### config.mk
export PLATFORM = sky130hd
export DESIGN_NAME = ifetch_task_switch
export DESIGN_NICKNAME = d
export VERILOG_FILES = /design/src/rtl/ifetch_task_switch.sv
export SDC_FILE = /design/constraint.sdc
export NUM_CORES = 1
export LEC_CHECK = 0
export BUFFER_PORTS_ARGS = -buffer_cell sky130_fd_sc_hd__buf_4
export CAP_MARGIN = 20
export CORE_UTILIZATION = 55
export CTS_CLUSTER_SIZE = 40
export DETAILED_ROUTE_END_ITERATION = 8
export GPL_ROUTABILITY_DRIVEN = 0
export PLACE_DENSITY = 0.8
export SYNTH_ARGS = -nofsm -noshare
export SYNTH_HDL_FRONTEND = slang
export SYNTH_SLANG_ARGS = --single-unit
### constraint.sdc
create_clock -name clk -period 3.8 [get_ports clk]
set_clock_uncertainty 0.05 [all_clocks]
set_input_delay 0.95 -clock clk [delete_from_list [all_inputs] [get_ports clk]]
set_output_delay 0.95 -clock clk [all_outputs]
set_load 0.005 [all_outputs]
### src/rtl/ifetch_task_switch.sv
// ifetch_task_switch: tracks the running (channel, thread), buffers pending task
// requests in a FIFO and drives the per-thread fetch PC into the fetch pipeline.
module ifetch_task_switch #(
    parameter int CHANNEL_BITS = 3,
    parameter int THREAD_BITS  = 2,
    parameter int ADDR_WIDTH   = 16,
    parameter int QUEUE_BITS   = 2,
    parameter int IDLE_THREAD  = 3
) (
    input  logic                    clk,
    input  logic                    reset_n,
    input  logic                    next_task_ready,
    input  logic [CHANNEL_BITS-1:0] next_task_channel,
    input  logic [THREAD_BITS-1:0]  next_task_thread,
    output logic                    next_task_ack,
    input  logic                    task_yield,
    output logic [CHANNEL_BITS-1:0] current_channel,
    output logic [THREAD_BITS-1:0]  current_thread,
    output logic                    fetch_valid,
    input  logic                    fetch_stall,
    output logic [ADDR_WIDTH-1:0]   fetch_pc,
    input  logic                    pc_load,
    input  logic [ADDR_WIDTH-1:0]   pc_load_value,
    output logic [QUEUE_BITS:0]     queue_count,
    output logic                    bad_request
);
    localparam int DEPTH = 2 ** QUEUE_BITS;
    localparam int NTHR  = 2 ** THREAD_BITS;
    localparam logic [THREAD_BITS-1:0] IDLE_T = THREAD_BITS'(IDLE_THREAD);

    typedef enum logic [1:0] {IDLE, SWITCH, RUN} state_t;

    state_t                  state_q, state_d;
    logic [CHANNEL_BITS-1:0] chan_q, chan_d;
    logic [THREAD_BITS-1:0]  thr_q, thr_d;
    logic                    ack_q, ack_d;
    logic                    bad_q, bad_d;
    logic [QUEUE_BITS-1:0]   rd_q, rd_d, wr_q, wr_d;
    logic [QUEUE_BITS:0]     cnt_q, cnt_d;
    logic [CHANNEL_BITS-1:0] q_ch_q [DEPTH], q_ch_d [DEPTH];
    logic [THREAD_BITS-1:0]  q_th_q [DEPTH], q_th_d [DEPTH];
    logic [ADDR_WIDTH-1:0]   pc_q [NTHR], pc_d [NTHR];

    logic req, bad, good, full, empty, enq, deq;

    always_comb begin
        state_d = state_q;
        chan_d  = chan_q;
        thr_d   = thr_q;
        rd_d    = rd_q;
        wr_d    = wr_q;
        q_ch_d  = q_ch_q;
        q_th_d  = q_th_q;
        pc_d    = pc_q;
        enq     = 1'b0;
        deq     = 1'b0;
        // A request still high while its ack is visible is the old one, not a new one.
        req     = next_task_ready && !ack_q;
        bad     = req && (next_task_thread == IDLE_T);
        good    = req && !bad;
        full    = cnt_q == (QUEUE_BITS+1)'(DEPTH);
        empty   = cnt_q == '0;
        ack_d   = bad;
        bad_d   = bad;
        case (state_q)
            IDLE: begin
                if (good) begin
                    chan_d  = next_task_channel;
                    thr_d   = next_task_thread;
                    ack_d   = 1'b1;
                    state_d = SWITCH;
                end
            end
            SWITCH: begin
                state_d = RUN;
                enq     = good && !full;
            end
            RUN: begin
                if (pc_load)
                    pc_d[thr_q] = pc_load_value;
                else if (!task_yield && !fetch_stall)
                    pc_d[thr_q] = pc_q[thr_q] + ADDR_WIDTH'(1);
                if (!task_yield) begin
                    enq = good && !full;
                end else if (!empty) begin
                    // The dequeue frees a slot, so a concurrent request always fits.
                    deq     = 1'b1;
                    enq     = good;
                    chan_d  = q_ch_q[rd_q];
                    thr_d   = q_th_q[rd_q];
                    state_d = SWITCH;
                end else if (good) begin
                    chan_d  = next_task_channel;
                    thr_d   = next_task_thread;
                    ack_d   = 1'b1;
                    state_d = SWITCH;
                end else begin
                    chan_d  = '0;
                    thr_d   = IDLE_T;
                    state_d = IDLE;
                end
            end
            default: state_d = IDLE;
        endcase
        if (enq) begin
            q_ch_d[wr_q] = next_task_channel;
            q_th_d[wr_q] = next_task_thread;
            wr_d         = wr_q + QUEUE_BITS'(1);
            ack_d        = 1'b1;
        end
        if (deq)
            rd_d = rd_q + QUEUE_BITS'(1);
        cnt_d = cnt_q + (QUEUE_BITS+1)'(enq) - (QUEUE_BITS+1)'(deq);
    end

    always_ff @(posedge clk or negedge reset_n) begin
        if (!reset_n) begin
            state_q <= IDLE;
            chan_q  <= '0;
            thr_q   <= IDLE_T;
            ack_q   <= 1'b0;
            bad_q   <= 1'b0;
            rd_q    <= '0;
            wr_q    <= '0;
            cnt_q   <= '0;
            q_ch_q  <= '{default: '0};
            q_th_q  <= '{default: '0};
            pc_q    <= '{default: '0};
        end else begin
            state_q <= state_d;
            chan_q  <= chan_d;
            thr_q   <= thr_d;
            ack_q   <= ack_d;
            bad_q   <= bad_d;
            rd_q    <= rd_d;
            wr_q    <= wr_d;
            cnt_q   <= cnt_d;
            q_ch_q  <= q_ch_d;
            q_th_q  <= q_th_d;
            pc_q    <= pc_d;
        end
    end

    assign next_task_ack   = ack_q;
    assign bad_request     = bad_q;
    assign current_channel = chan_q;
    assign current_thread  = thr_q;
    assign fetch_valid     = state_q == RUN;
    assign fetch_pc        = pc_q[thr_q];
    assign queue_count     = cnt_q;
endmodule

# --- Word level (Yosys, flattened, before mapping) ---
# Index checks and enable logic that the tools add are counted.
word_totals:
  wordCells: 105
  reg_bits: 100
  inputBits: 27
classes:
  eq_ne: 6
  n_reduce_logical: 19
  n_mux: 47
  add_sub_neg: 5
  bitwise_logic: 3
  magnitude_cmp: 5
ops:
  columns: ["cell", "n"]
  rows:
  - ["$bwmux W64", 2]
  - ["$mux W64", 2]
  - ["$mux W16", 3]
  - ["$bmux W16 S2", 1]
  - ["$demux W16 S2", 1]
  - ["$mux W3", 7]
  - ["$mux W2", 9]
  - ["$add A16 B1 Y16 const B", 1]
  - ["$bwmux W12", 1]
  - ["$mux W1", 11]
  - ["$ge A3 B3 Y1 const B", 3]
  - ["$not A2 Y3", 3]
  - ["$bwmux W8", 1]
  - ["$logic_and A1 B1 Y1", 7]
  - ["$bmux W3 S2", 1]
  - ["$demux W3 S2", 1]
  - ["$lt A3 B1 Y1 const B", 2]
  - ["$pmux W2 S3", 1]
  - ["$pmux W3 S2", 1]
  - ["$logic_not A1 Y1", 5]
  - ["$add A2 B1 Y2 const B", 2]
  - ["$bmux W2 S2", 1]
  - ["$demux W2 S2", 1]
  - ["$eq A2 B2 Y1 const B", 2]
  - ["12 further kinds", 16]

# --- Longest topological paths before layout ---
depth:
  ltp_word: 10
  ltp_mapped: 13

# --- Worst setup path before layout ---
# OpenSTA, ideal clock, no wires.
synth_timing:
  path_kind: "input -> register"
  startpoint: "input next_task_ready"
  endpoint: "register cnt_q[2] (netlist: queue_count[2])"
  stages: 10
  path_buffers: 1
  arrival_ns: 2.798
  setup_time_ns: 0.123
  slack_ns: 0.829
  cell_sequence: "nand2b_1 a21oi_1 o2111a_1 clkbuf_1 inv_1 ha_1 inv_1 ha_1 fa_1 xnor2_1"
synth_between:
  elab_chain_cells: 9
synth_rtl:
  columns: ["item", "line_no", "text"]
  rows:
  - ["start, declared", "12", "input logic next_task_ready,"]
  - ["$logic_and A1 B1 Y1 *", "58", "req = next_task_ready && !ack_q;"]
  - ["$logic_and A1 B1 Y1", "59", "bad = req && (next_task_thread == IDLE_T);"]
  - ["$logic_not A1 Y1", "60", "good = req && !bad;"]
  - ["$logic_and A1 B1 Y1 *", "60", null]
  - ["$mux W1 or $logic_and A1 B1 Y1 (tied branches)", "85, 76, 84", null]
  - ["$mux W1", "83", "if (!task_yield) begin"]
  - ["$pmux W1 S2 *", "65", "case (state_q)"]
  - ["$add A3 B1 Y3 *", "113", "cnt_d = cnt_q + (QUEUE_BITS+1)'(enq) - (QUEUE_BITS+1)'(deq);"]
  - ["$sub A3 B1 Y3 *", "113", null]
  - ["net cnt_d[2]", "39", "logic [QUEUE_BITS:0] cnt_q, cnt_d;"]
  - ["end signal, assigned", "137", "cnt_q <= cnt_d;"]
  - ["end, declared", "39", null]
# The timed path passes the listed nets; every way through them passes the cells marked *.
# A chain may end at the register's enable or synchronous reset.

# --- Worst setup path after layout ---
layout_timing:
  startpoint: "register thr_q[0] (netlist: current_thread[0])"
  endpoint: "output fetch_pc[7]"
layout_between:
  elab_chain_cells: 4
layout_rtl:
  columns: ["item", "line_no", "text"]
  rows:
  - ["start, declared", "35", "logic [THREAD_BITS-1:0] thr_q, thr_d;"]
  - ["start signal, assigned", "132", "thr_q <= thr_d;"]
  - ["$not A2 Y3 (not written as such)", "149", "assign fetch_pc = pc_q[thr_q];"]
  - ["$bmux W16 S2", "149", null]
  - ["$mux W16 (not written as such) (2 in series)", "149", null]
  - ["end, declared", "21", "output logic [ADDR_WIDTH-1:0] fetch_pc,"]
# No other way between the ends. The select of a mux whose other input is x is not followed.

==> metrics.md <==
| Metric | Value |
|---|---|
| Outcome | complete, but fails checks |
| Violated checks | design-rule violations |
| Final setup TNS | 0 ns |
| Yosys Warn Count | 0 |
| Static Leak | between 0.002 and 0.003 uW |
| Port bufs | 53 |
| Worst skew pair latency | 0.37 ns |
| CTS buffer count | 9 |
| Drt wl/cell | between 15 and 20 um |
| Syn_nets | 482 |
| DRT iter0 DRCs | 219 |
| Post-route clock period utilization | 0.8661 |
| CP Max Fanout | 15 |
| Combinational Power Share | 0.441 |
| CTS sink cnt | 100 |
| DRC viols | 2 |
| Maximum clock frequency | a little over 300 MHz |
| CTS tree | done |
| Top cell type's share of synthesized area | 0.4803 |
| Tmin final | 3.291 ns |
| CTS max path bufs | 2 |
| Row Count | 34 |
| Final-report hold violation count | 0 |
| Worst Max-Slew Pin Slew | ~1.0 ns |
| Largest net degree at the start of global routing | 51 |
| H-tree depth | 3 |
| Post-detail-place hpwl | around 7.8 mm |
| Worst R2R Path Depth | 12 |
| RSZ-0062 raised after global routing | no |
| Pre-Repair DR Iteration Count | 9 |
| Critical Path AT | 2.29 ns |
| Ranking of synthesized cells by area | dfrtp_1, mux4_2, mux2_2 |
| Starting density of the core | 0.5771 |
| Cell Int Power | 2730 uW |
| First-pass GRT wire length | 18.33 mm |
| Vias per cell | approximately 6 |
| GRT Residual Overflow | 0 |
| Worst min-delay path category | flop to flop |
| Antenna viol nets, final | 0 |
| Clock transition at path regs | approximately 0.11 ns |
| Clk pwr share | 0.150 |
| Setup Fix Bufs, Post-CTS | 0 |
| PwrDens | approximately 770 nW/um^2 |
| Post-synthesis register bit count | 100 |
| Switching share of power | 0.3825 |
| Layout Utilization | 0.6507 |
| Final nets | roughly 530 |
| Final number of max-transition violations | 0 |
| GRT Total Usage | 0.2417 |
| Number of synthesized flops with an enable pin | 0 |
| Critical Path RT | ~2.8 ns |
| Area Growth Syn to Fin | 12.77% |
| Crit-path slowest cell | dfstp_2 |
| Die width | between 90 and 100 um |
| Crit end category | output pin |
| Die Ht | a little under 100 um |
| Cell area after synthesis | slightly above 5000 um^2 |
| Vias in the first global route | between 3k and 4k |
| Top FF cell, synth | dfrtp_1 |
| Cell Chain, Critical Path | buf_4, mux4_2, buf_4 |
| Switching power | 1691 uW |
| Area leader, netlist | dfrtp_1 |
| Maximum vdd drop | 0.3354 mV |
| Startpoint type of the worst setup path | flop |
| Initial antenna violation count | 0 |
| Core box area | between 8000 and 9000 um^2 |
| PostCTS Resize Cnt | 0 |
| Synth Instances | 442 |
| ANT cells | 0 |
| Max Cap Viol | 0 |
| Layout cells sized above 1 | 0.2895 |
| Io pins | between 50 and 60 |
| Sequential share of power | 0.409 |
| Crit path top cell by count | buf_4 |
| Met3 Usage GRT | 0.03006 |
| Final setup fails | 0 |
| Most used routing layer | met2 |
| Root buf cell | clkbuf_8 |
| CP max stage delay | 0.72 ns |
| Synthesized area per cell | between 10 and 15 um^2 |
| Hold-fix buffers at CTS | 0 |
| Seq/Total Area, Yosys | 0.4906 |
| Async SR Flop Fraction | 1.000 |
| Crit Path Class | flop to output pin |
| Detailed-route wire length | between 10 and 15 mm |
| Hold depth | 2 |
| Netlist cell types | 49 |
| Met1 Resource Use GR | 0.3293 |
| Slew headroom | 0.3057 |
| Vias | approximately 3.6k |
| Die area | 9674 um^2 |
| Met2 Usage GRT | 0.4063 |
## layer usage
layer / share of wire / vias to the layer above
met5: 0 / -
met4: 0.018 / 0
met3: 0.040 / 16
met2: 0.50 / 95
met1: 0.45 / 1829
li1: - / 1683
## worst paths after layout
kind	startpoint	endpoint	slack (ns)
hold / removal	pc_q[46]	pc_q[46]	0.43
setup reg to reg	state_q[0]	queue_count[2]	0.84
hold reg to reg	pc_q[46]	pc_q[46]	0.43
setup / recovery	current_thread[0]	fetch_pc[7]	0.51
max in group asynchronous	reset_n	current_thread[1]	2.33
min in group asynchronous	reset_n	pc_q[46]	0.54
## cell families after synthesis
group / after synthesis / share of synthesized area
AND/OR/NAND/NOR: 132 / 0.1269
flip-flops: 100 / 0.4906
AO/OA/AOI/OAI: 81 / 0.1056
multiplexers: 61 / 0.1791
buffers and inverters: 38 / 0.03528
XOR/XNOR: 17 / 0.02916
adder cells (fa/ha/maj): 13 / 0.03332
## Yosys cell counts, drive strengths merged (5+ instances only)
| library cell | number |
|---|---|
| xnor2 | 7 |
| nor2b | 7 |
| ha | 12 |
| o21ai | 31 |
| mux4 | 21 |
| clkbuf | 18 |
| xor2 | 10 |
| nand4 | 6 |
| mux2i | 7 |
| nor4 | 5 |
| nand2 | 74 |
| buf | 7 |
| nor2 | 21 |
| o31ai | 28 |
| inv | 13 |
| dfrtp | 98 |
| mux2 | 33 |
## power groups by stage
stage               clock network [uW]  registers [uW]  logic, uW
detailed placement                   0            1830       1950
global route                       714            1860       2140
global placement                     0            1790       1870
CTS                                672            1810       1950
finish                             663            1810       1950
floorplan                            0            1690       1440
## placed cells by master, fill, tap and decap left out, drive strengths merged, types with 2 or more instances in the layout
master  instances
ha             12
nor4            5
o22ai           4
dfrtp          98
clkbuf          9
o31ai          28
a21oi           4
nand2          74
mux2i           7
o21ai          31
o31a            2
xnor2           7
nand2b          2
nor2           21
clkinv          2
dfstp           2
inv            18
nor2b           7
a22oi           3
nand3           4
xor2           10
a221o           4
nand4           6
and2            2
mux4           21
a21o            2
mux2           33
and3            2
or3             3
nor3            4
buf            61
## layout make-up
class | count | area, um^2
Clock buffer | 9 | 123.9
Clock inverter | 7 | 66.31
Fill cell | 696 | 3090
Inverter | 13 | 48.80
Multi-Input combinational cell | 304 | 2421
Sequential cell | 100 | 2505
Tap cell | 108 | 135.1
Timing Repair Buffer | 61 | 457.9
## registers in the layout, summed over array words and instances (netlist names)
| signal | flops |
|---|---|
| bad_request | 1 |
| current_channel | 3 |
| current_thread | 2 |
| next_task_ack | 1 |
| pc_q | 64 |
| q_ch_q | 12 |
| q_th_q | 8 |
| queue_count | 3 |
| rd_q | 2 |
| state_q | 2 |
| wr_q | 2 |
## critical path: cells and delay by family, from the launching register on
kind                   cells  cell delay (ns)
buffers and inverters      2             0.54
DFF                        1             0.72
muxes                      1             0.67
## stage by stage
step | setup slack (ns) | instances | power [uW] | hold slack, ns | cell area [um^2]
detailed placement | 0.6188 | 586 | 3778 | 0.4150 | 5568
CTS | 0.4756 | 602 | 4433 | 0.4382 | 5758
floorplan | 0.8294 | 442 | 3133 | 0.3932 | 5106
global route | 0.4135 | 602 | 4717 | 0.4522 | 5758
finish | 0.5088 | 602 | 4421 | 0.4340 | 5758
global placement | 0.7137 | 586 | 3668 | 0.4046 | 5568
No activity file was read; power rests on OpenSTA's default activity.
